--- src/rtl/cache_control.sv ---
// Sequencing controller for a 2-way set-associative write-back L1 cache:
// hit service, dirty-victim writeback, line allocate, LRU update and perf counters.
module cache_control #(
    parameter int unsigned COUNT_WIDTH = 16
) (
    input  logic                   i_clk,
    input  logic                   i_reset_n,
    input  logic                   i_mem_read,
    input  logic                   i_mem_write,
    input  logic                   i_hit0,
    input  logic                   i_hit1,
    input  logic                   i_lru,
    input  logic                   i_dirty0,
    input  logic                   i_dirty1,
    input  logic                   i_pmem_resp,
    input  logic                   i_clr_counters,
    output logic                   o_mem_resp,
    output logic                   o_pmem_read,
    output logic                   o_pmem_write,
    output logic                   o_way_sel,
    output logic                   o_load_data,
    output logic                   o_load_tag,
    output logic                   o_load_valid,
    output logic                   o_load_dirty,
    output logic                   o_load_lru,
    output logic                   o_dirty_in,
    output logic                   o_lru_in,
    output logic                   o_data_in_sel,
    output logic                   o_pmem_addr_sel,
    output logic [COUNT_WIDTH-1:0] o_hit_count,
    output logic [COUNT_WIDTH-1:0] o_miss_count,
    output logic [COUNT_WIDTH-1:0] o_wb_count
);

    typedef enum logic [1:0] {
        ST_IDLE_HIT  = 2'd0,
        ST_WRITEBACK = 2'd1,
        ST_ALLOCATE  = 2'd2
    } state_t;

    state_t                 r_state;
    state_t                 w_next;
    logic                   r_refill;
    logic [COUNT_WIDTH-1:0] r_hit_count;
    logic [COUNT_WIDTH-1:0] r_miss_count;
    logic [COUNT_WIDTH-1:0] r_wb_count;

    logic w_req;
    logic w_hit;
    logic w_hit_way;
    logic w_victim_dirty;
    logic w_hit_inc;
    logic w_miss_inc;
    logic w_wb_inc;
    logic w_refill_set;

    logic w_mem_resp, w_pmem_read, w_pmem_write, w_way_sel;
    logic w_load_data, w_load_tag, w_load_valid, w_load_dirty, w_load_lru;
    logic w_dirty_in, w_lru_in, w_data_in_sel, w_pmem_addr_sel;

    assign w_req          = i_mem_read | i_mem_write;
    assign w_hit          = i_hit0 | i_hit1;
    assign w_hit_way      = ~i_hit0;
    assign w_victim_dirty = i_lru ? i_dirty1 : i_dirty0;

    always_ff @(posedge i_clk or negedge i_reset_n) begin
        if (!i_reset_n) begin
            r_state <= ST_IDLE_HIT;
        end else begin
            r_state <= w_next;
        end
    end

    always_comb begin
        w_next          = r_state;
        w_mem_resp      = 1'b0;
        w_pmem_read     = 1'b0;
        w_pmem_write    = 1'b0;
        w_way_sel       = 1'b0;
        w_load_data     = 1'b0;
        w_load_tag      = 1'b0;
        w_load_valid    = 1'b0;
        w_load_dirty    = 1'b0;
        w_load_lru      = 1'b0;
        w_dirty_in      = 1'b0;
        w_lru_in        = 1'b0;
        w_data_in_sel   = 1'b0;
        w_pmem_addr_sel = 1'b0;
        w_hit_inc       = 1'b0;
        w_miss_inc      = 1'b0;
        w_wb_inc        = 1'b0;
        w_refill_set    = 1'b0;
        case (r_state)
            ST_IDLE_HIT: begin
                if (w_req && w_hit) begin
                    w_mem_resp = 1'b1;
                    w_load_lru = 1'b1;
                    w_lru_in   = ~w_hit_way;
                    w_way_sel  = w_hit_way;
                    w_hit_inc  = ~r_refill;
                    if (i_mem_write) begin
                        w_load_data  = 1'b1;
                        w_load_dirty = 1'b1;
                        w_dirty_in   = 1'b1;
                    end
                end else if (w_req) begin
                    w_miss_inc = 1'b1;
                    w_next     = w_victim_dirty ? ST_WRITEBACK : ST_ALLOCATE;
                end
            end
            ST_WRITEBACK: begin
                w_pmem_write    = 1'b1;
                w_pmem_addr_sel = 1'b1;
                w_way_sel       = i_lru;
                if (i_pmem_resp) begin
                    w_wb_inc = 1'b1;
                    w_next   = ST_ALLOCATE;
                end
            end
            ST_ALLOCATE: begin
                w_pmem_read = 1'b1;
                w_way_sel   = i_lru;
                if (i_pmem_resp) begin
                    w_load_data   = 1'b1;
                    w_data_in_sel = 1'b1;
                    w_load_tag    = 1'b1;
                    w_load_valid  = 1'b1;
                    w_load_dirty  = 1'b1;
                    w_refill_set  = 1'b1;
                    w_next        = ST_IDLE_HIT;
                end
            end
            default: w_next = ST_IDLE_HIT;
        endcase
    end

    // Marks the first IDLE_HIT cycle after a refill so the retry is not counted as a hit.
    always_ff @(posedge i_clk or negedge i_reset_n) begin
        if (!i_reset_n) begin
            r_refill <= 1'b0;
        end else if (r_state == ST_IDLE_HIT) begin
            r_refill <= 1'b0;
        end else if (w_refill_set) begin
            r_refill <= 1'b1;
        end
    end

    // Saturating counters; clear wins over a simultaneous increment.
    always_ff @(posedge i_clk or negedge i_reset_n) begin
        if (!i_reset_n) begin
            r_hit_count  <= '0;
            r_miss_count <= '0;
            r_wb_count   <= '0;
        end else if (i_clr_counters) begin
            r_hit_count  <= '0;
            r_miss_count <= '0;
            r_wb_count   <= '0;
        end else begin
            if (w_hit_inc && (r_hit_count != '1)) begin
                r_hit_count <= r_hit_count + COUNT_WIDTH'(1);
            end
            if (w_miss_inc && (r_miss_count != '1)) begin
                r_miss_count <= r_miss_count + COUNT_WIDTH'(1);
            end
            if (w_wb_inc && (r_wb_count != '1)) begin
                r_wb_count <= r_wb_count + COUNT_WIDTH'(1);
            end
        end
    end

    // Control outputs are combinational, so reset gates them directly.
    assign o_mem_resp      = w_mem_resp      & i_reset_n;
    assign o_pmem_read     = w_pmem_read     & i_reset_n;
    assign o_pmem_write    = w_pmem_write    & i_reset_n;
    assign o_way_sel       = w_way_sel       & i_reset_n;
    assign o_load_data     = w_load_data     & i_reset_n;
    assign o_load_tag      = w_load_tag      & i_reset_n;
    assign o_load_valid    = w_load_valid    & i_reset_n;
    assign o_load_dirty    = w_load_dirty    & i_reset_n;
    assign o_load_lru      = w_load_lru      & i_reset_n;
    assign o_dirty_in      = w_dirty_in      & i_reset_n;
    assign o_lru_in        = w_lru_in        & i_reset_n;
    assign o_data_in_sel   = w_data_in_sel   & i_reset_n;
    assign o_pmem_addr_sel = w_pmem_addr_sel & i_reset_n;
    assign o_hit_count     = r_hit_count;
    assign o_miss_count    = r_miss_count;
    assign o_wb_count      = r_wb_count;

endmodule

--- config.mk ---
export PLATFORM = sky130hd
export DESIGN_NAME = cache_control
export DESIGN_NICKNAME = d
export VERILOG_FILES = /design/src/rtl/cache_control.sv
export SDC_FILE = /design/constraint.sdc
export NUM_CORES = 1
export LEC_CHECK = 0
export CAP_MARGIN = 20
export CORE_UTILIZATION = 50
export DETAILED_ROUTE_END_ITERATION = 16
export DONT_BUFFER_PORTS = 1
export GPL_ROUTABILITY_DRIVEN = 0
export PLACE_DENSITY = 0.72
export SYNTH_ARGS = -nofsm -noshare
export SYNTH_HDL_FRONTEND = slang
export SYNTH_SLANG_ARGS = --single-unit
--- constraint.sdc ---
create_clock -name i_clk -period 2 [get_ports i_clk]
set_input_delay 0.4 -clock i_clk [delete_from_list [all_inputs] [get_ports i_clk]]
set_output_delay 0.4 -clock i_clk [all_outputs]
set_load 0.02 [all_outputs]
### After elaboration in Yosys (flattened, before gate mapping)

Cells that the tools add are included.
Widths: inputs -> output; s select.

| word-level totals | value |
|---|---|
| flip-flop bits (word level) | 51 |
| input bits | 11 |
| output and inout port bits | 61 |
| logic and storage cells | 75 |

| cells by class | value |
|---|---|
| $add $sub $neg | 3 |
| eq/ne operators | 9 |
| muxes and demuxes | 35 |
| bitwise logic cells | 12 |
| reduce and logical (&&, ||, !) cells | 11 |

Operators by type and width:

| cell | count |
|---|---|
| $mux 16 | 6 |
| $add 16x1->16 const B | 3 |
| $ne 16x16->1 const B | 3 |
| $mux 1 | 21 |
| $mux 2 | 5 |
| $and 1x1->1 | 8 |
| $ne 2x2->1 const B | 4 |
| $reduce_bool 2->1 | 4 |
| $pmux 2 s3 | 1 |
| $logic_and 1x1->1 | 4 |
| $pmux 1 s2 | 2 |
| $reduce_and 4->1 | 1 |
| $eq 2x1->1 const B | 1 |
| $eq 2x2->1 const B | 1 |
| $logic_not 2->1 | 1 |
| $not 1->1 | 2 |
| $or 1x1->1 | 2 |
| $reduce_or 2->1 | 1 |

### Longest topological paths before layout

Gate-level depths: netlist (run 1).

| logic depth | value |
|---|---|
| depth after elaboration | 7 |
| depth in mapped cells | 7 |
| depth with buffers taken out | 6 |

### Least setup slack after synthesis (run 1)

OpenSTA, ideal clock, no wires.

| path | value |
|---|---|
| path kind | register to output |
| start point | register r_state[0] |
| end point | output port o_load_dirty |
| arrival time | 1718 ps |
| required time | 1600 ps |
| setup slack | -118 ps |
| cell stages (with the launch flop) | 8 |
| path buffers | 2 |
| path through | dfrtp_1 > inv_1 > ha_1 > clkbuf_2 > o221a_2 > and3_1 > or2_2 > buf_4 |

| between the ends | value |
|---|---|
| cells in the longest elaborated chain, start to end | 3 |
| elaborated cells between the ends (all ways) | 4 |
| those cells by class | eq/ne (1); mux (1); bitwise (1); reduce/logical (1) |

RTL lines:

| element | RTL line | source |
|---|---|---|
| start: declaration | 41 | `state_t r_state;` |
| start signal: assignment | 70 | `r_state <= w_next;` |
| $eq 2x2->1 or $logic_not 2->1 (tied branches) | -- |  |
| $pmux 1 s2 * | -- |  |
| $and 1x1->1 * | -- |  |
| end: declaration | 24 | `output logic o_load_dirty,` |

Every way passes the cells marked *; elsewhere a longest branch is shown, timed or not.

### Final worst setup path (run 1)

| path | value |
|---|---|
| start point | register r_state[0] |
| end point | output port o_lru_in |

| between the ends | value |
|---|---|
| cells in the longest elaborated chain, start to end | 3 |

RTL lines:

| element | RTL line | source |
|---|---|---|
| $logic_not 2->1 | 93 | `case (r_state)` |
| $mux 1 | 93 |  |
| $and 1x1->1 | 182 | `assign o_lru_in = w_lru_in & i_reset_n;` |
| end: declaration | 27 | `output logic o_lru_in,` |

Every way passes these cells.

==> results of run 1 <==
## flip-flops by register name, summed over array words and instances, names as in the netlist
register / flops
r_refill: 1
o_wb_count: 16
o_miss_count: 16
o_hit_count: 16
r_state: 2
## kinds of logic (layout without fill, tap and decap cells)
kind of cell             Yosys count  in the layout  synth area share, %
buffers and inverters             31             86                 4.36
multiplexers                      30             30                 10.1
AND/OR/NAND/NOR                  177            177                 30.4
flip-flops                        51             51                 38.7
AO/OA/AOI/OAI                     66             66                 13.8
adder cells (fa/ha/maj)            7              7                 2.65
## through the flow
step | instance area (µm²) | instances
final | 4000 | 494
after global routing | 4000 | 494
after CTS | 3930 | 491
after detailed placement | 3760 | 480
after global placement | 3760 | 480
after floorplan | 3310 | 362
## routing by layer
layer  global-route usage, %  wire, µm  part of all wire, %  up-vias
met4                    7.84        91                  1.1        0
li1                        -         -                    -     1456
met1                    30.8      3540                   42     1510
met2                    41.9      4340                   51       69
met5                       0         0                    0        -
met3                    5.67       461                  5.5        8
## layout make-up
class	count	share of cell area, %
Multi-Input combinational cell	280	49.0
Sequential cell	51	31.9
Timing Repair Buffer	68	13.4
Tap cell	77	2.41
Clock buffer	6	2.07
Inverter	11	1.03
Clock inverter	1	0.125
## placed cells by master, fill, tap and decap left out, types with 4 or more instances in the layout
cell type	n
o21ai_0	5
inv_1	9
buf_4	65
clkbuf_8	6
o31ai_1	6
nand4_1	6
nor4_1	7
nand3_1	21
mux2_2	26
nor3_1	10
a21oi_1	25
ha_1	5
mux2i_1	4
a211oi_1	7
and4_1	7
and3_1	10
or4_1	5
nand2_1	20
nor2b_1	23
dfrtp_1	51
nor2_1	39
and2_1	7
## where the power goes
| part | total, W | leakage, nW | switching [W] | internal (W) |
|---|---|---|---|---|
| Sequential | 0.00111 | 0.709 | 0.0000390 | 0.00107 |
| Clock | 0.000617 | 0.0470 | 0.000345 | 0.000273 |
| Combinational | 0.000836 | 1.03 | 0.000435 | 0.000401 |
## how the worst max path moves through the flow
stage	to	slack [ns]	cells after the start
after floorplan	o_load_dirty	-0.02	7
after global placement	o_hit_count[7]$_DFFE_PN0P_	0.10	6
after detailed placement	o_hit_count[7]$_DFFE_PN0P_	0.06	6
after CTS	o_load_dirty	0.001	5
after global routing	o_lru_in	-0.02	6
final	o_lru_in	0.06	6
## critical path: stages, from the launching register on
cell and delay (ns):
dfrtp_1 0.41, inv_2 0.08, ha_4 0.16, buf_4 0.12
o21a_1 0.15, buf_6 0.12, and3_4 0.21
## repair_timing
action / CTS / global route
resized for setup: 8 / 10
setup endpoints to repair: 6 / 9
setup buffers: 2 / 3
endpoints found under the hold margin: 51 / 0
pin swaps: 3 / 5
hold buffers: 2 / 0
==> impl_metrics.ini, run 1 <==
[yosys]
async_reset_ff_share_pct = 100
yosysTopAreaCellShare_pct = 38.7
synth-seq-cells = 51
postSynthCellCount = 362
synth.most_common_cell = dfrtp_1
syn-cell-area_um2 = 3300
ys_seq_area_share_pct = 38.7
synth_cell_type_count = 52
synthesis.nets = 380
synth_edf_count = 0
yosys.area.top_type = dfrtp_1
syn_area_per_cell_um2 = 9.11
yosys-top-cells-area = dfrtp_1 39%, mux2_2 8.9%, nor2_1 4.6%
ys_top_cells_by_count = 51 x dfrtp_1, 40 x nor2_1, 26 x a21oi_1, 26 x mux2_2, 23 x nor2b_1
synth-main-ff-cell = dfrtp_1
yosys_warnings = 0

[cells_and_area]
seqCellArea_um2 = 1280
multi_input_area_um2 = 1960
fill_cells = 536
fin_nets = 435
antenna_cells = 0
syn_to_final_growth_pct = 21.1
finish.utilization_pct = 62.9
drive_gt1_share_pct = 29.3

[die]
die_y_um = 83.2
dieArea_um2 = 6930
core_area_um2 = 6350
initial_utilization_pct = 52.0
placementRows = 29
floorplan.die.width_um = 83.2
ios = 72

[min_path]
whs_endpoint = o_hit_count[9]$_DFFE_PN0P_
hp-start = i_clr_counters
min_path_type = in2reg
hold_path_depth = 1

[timing]
slew_headroom_pct = 62.5
tns_ns = 0
slew_violations = 0
skew_ns = 0.0132
setup_violations = 0
rsz0062_at_grt = yes
fin_crit_sh_pct = 97.0
worstMarginPinSlew_ns = 0.562
setup_ws_ns = 0.0598
max_freq_mhz = 515
whs_ns = 0.159
min_period_ns = 1.94
finalHoldViolations = 0

[critical_path]
startpoint_type = flop
arrival_ns = 1.54
r2r-end = o_wb_count[9]$_DFFE_PN0P_
cp_max_fo = 4
endpoint_kind = output port
path_class = reg2out
timing.critical_path.from = r_state[0]$_DFFE_PN0P_
r2r_setup_slack_ns = 0.09
reg2reg_from = r_state[0]$_DFFE_PN0P_
rr_worst_depth = 6
cp.required_ns = 1.60

[routing]
avgRoutedWirePerCell_um = 17.1
drt-vias-per-instance = 6.16
drc = 0
drt_pass1_iterations = 4
finalWirelength_um = 8430
antenna_left = 0
vias = 3043
drtIter0Drc = 179

[global_route]
grt_max_degree = 73
grt_antenna_before_repair = 0
grt_pass1_vias = 2853
grt_pass1_wl_um = 13700
grt_overflow_total = 0
grt_util_all_layers_pct = 24.6

[job]
cap_violations = 0

[clocking]
cts-root-buf = clkbuf_8
path_clk_slew_ns = 0.10
clk_latency_ns = 0.31
clock_path_buffers = 2
cts_tree = done
numCtsBuffers = 5
clock_sinks = 51
cts_htree_levels = 2

[power]
p_total_w = 0.00257
p_leak_nw = 1.79
cellPowerDensity_nw_per_um2 = 642
ir_drop_uv = 357

[placement]
io_buffers = 0
dp_hpwl_um = 5930
dpl_worst_slack_ns = 0.0574

[status]
outcome = finished, final reports clean
Power figures use the tool's default switching activity.
==> inputs of run 2 (changes only) <==
Settings changed: ABC_AREA set to 1, CTS_CLUSTER_DIAMETER set to 150, REMOVE_ABC_BUFFERS set to 1.
==> impl_metrics.ini, run 2 <==
[status]
outcome = finished, final reports clean

[cells_and_area]
syn_to_final_growth_pct = 17.7
fin_nets = 596
antenna_cells = 0
drive_gt1_share_pct = 15.2
layout_common_cells = 195 x nand2_1, 63 x nor2_1, 59 x inv_1
final_common_cell = nand2_1

[die]
die_y_um = 85.0
dieArea_um2 = 7230
initial_utilization_pct = 53.1
floorplan.die.width_um = 85.0
placementRows = 29
ios = 72
core_area_um2 = 6490

[placement]
io_buffers = 0
dp_hpwl_um = 6360
dpl_worst_slack_ns = 0.0588

[clocking]
path_clk_slew_ns = 0.09
cts_htree_levels = 2
clk_latency_ns = 0.30
cts-root-buf = clkbuf_8
clock_path_buffers = 2
cts_tree = done
numCtsBuffers = 5
clock_sinks = 51

[timing]
slew_violations = 0
tns_ns = 0
skew_ns = 0.00876
max_freq_mhz = 500
finalHoldViolations = 0
rsz0062_at_grt = yes
setup_ws_ns = 0.00132
slew_headroom_pct = 66.9
worstMarginPinSlew_ns = 0.496
min_period_ns = 2.00
fin_crit_sh_pct = 99.9
setup_violations = 0
whs_ns = 0.241

[global_route]
grt_pass1_wl_um = 14700
grt_antenna_before_repair = 0
grt_util_all_layers_pct = 25.0
grt_overflow_total = 0
grt_max_degree = 52
grt_pass1_vias = 3302

[critical_path]
cp_max_fo = 4
startpoint_type = flop
path_class = reg2out
arrival_ns = 1.60
endpoint_kind = output port
cp.required_ns = 1.60

[yosys]
synth_cell_type_count = 22
postSynthCellCount = 526
ys_seq_area_share_pct = 37.0
yosysTopAreaCellShare_pct = 37.0
synth.most_common_cell = nand2_1
synth-main-ff-cell = dfrtp_1
yosys.area.top_type = dfrtp_1
yosys-top-cells-area = dfrtp_1 37%, nand2_1 21%, nand3_1 7.0%
synth-seq-cells = 51
syn_area_per_cell_um2 = 6.56
yosys_warnings = 0
async_reset_ff_share_pct = 100
ys_top_cells_by_count = 196 x nand2_1, 64 x nor2_1, 63 x inv_1
syn-cell-area_um2 = 3450
synth_edf_count = 0

[job]
cap_violations = 0

[power]
cellPowerDensity_nw_per_um2 = 643
ir_drop_uv = 419
p_leak_nw = 2.14

[routing]
drt_pass1_iterations = 5
vias = 3471
drtIter0Drc = 176
drc = 0
avgRoutedWirePerCell_um = 13.2
drt-vias-per-instance = 5.29
finalWirelength_um = 8650
antenna_left = 0

[min_path]
min_path_type = in2reg
[run 2: cell count changes after synthesis, sizes merged, moves of 11 or more]
| cell | change |
|---|---|
| xor2 | +11 |
| nor2 | +35 |
| inv | +52 |
| nand4 | +18 |
| nand2 | +177 |
| and3 | -13 |
| nand3 | +27 |
| mux2 | -26 |
| a21oi | -20 |
| o21ai | +13 |
| nor2b | -23 |
[run 2: worst max-delay path, stage by stage (launching register included)]
cell and delay (ns):
dfrtp_1 0.40, inv_2 0.09, ha_4 0.15, inv_4 0.04, nor2_4 0.13, nand3_4 0.10
inv_2 0.07, nand2_2 0.05, a21oi_2 0.12, buf_4 0.15
[run 2: final timing paths]
kind | depth (start not counted) | slack [ns] | start | endpoint
max in group asynchronous | 2 | 1.16 | i_reset_n | o_miss_count[0]$_DFFE_PN0P_
min in group asynchronous | 2 | 0.60 | i_reset_n | o_wb_count[0]$_DFFE_PN0P_
max reg2reg | 9 | 0.14 | o_wb_count[0]$_DFFE_PN0P_ | o_wb_count[13]$_DFFE_PN0P_
min reg2reg | 2 | 0.52 | r_refill$_DFFE_PN0P_ | r_refill$_DFFE_PN0P_
min | 3 | 0.24 | i_clr_counters | o_hit_count[10]$_DFFE_PN0P_
max | 9 | 0.001 | r_state[0]$_DFFE_PN0P_ | o_way_sel
[run 2: through the flow]
stage,cell area (µm²),instances,utilization [%],power [W]
floorplan,3340,511,-,0.00154
detailed placement,3800,637,58.6,0.00176
CTS,4020,655,62.0,0.00257
global placement,3800,637,58.6,0.00174
global route,4060,656,62.5,0.00277
finish,4060,656,62.5,0.00261
[run 2: layout make-up]
cell class / count / area, µm²
tap: 77 / 96.3
multi-input combinational: 396 / 1860
inverter: 64 / 243
clock buffer: 8 / 100
sequential: 51 / 1280
timing repair buffer: 60 / 480
fill: 606 / 2430
[run 2: power by group]
group,switching (W),internal (W),total [W],leakage [nW]
Clock,0.000337,0.000317,0.000654,0.0515
Sequential,0.0000255,0.00108,0.00110,0.709
Combinational,0.000521,0.000335,0.000856,1.38
Total,0.000884,0.00173,0.00261,2.14
[run 2: timing repair]
item | CTS | global route
setup buffers | 8 | 1
gates resized for setup | 9 | 7
hold buffers | 2 | 0
hold endpoints to repair | 51 | 0
endpoints found under the setup margin | 7 | 6
pin swaps | 3 | 4
[run 2: cell families (layout without fill, tap and decap cells)]
| kind of cell | Yosys count | after routing | share of synthesized area, % |
|---|---|---|---|
| flip-flops | 51 | 51 | 37.0 |
| XOR/XNOR | 11 | 11 | 2.79 |
| adder cells (fa/ha/maj) | 7 | 7 | 2.54 |
| buffers and inverters | 79 | 132 | 10.1 |
| AO/OA/AOI/OAI | 31 | 31 | 4.97 |
| AND/OR/NAND/NOR | 347 | 347 | 42.6 |
[run 2: metal layers]
| layer | global-route usage [%] | up-vias | share of wire, % |
|---|---|---|---|
| met1 | 31.9 | 1611 | 45 |
| met3 | 5.35 | 17 | 5.7 |
| met2 | 43.0 | 91 | 48 |
| met4 | 6.63 | 0 | 1.2 |
| met5 | 0 | - | 0 |
| li1 | - | 1752 | - |
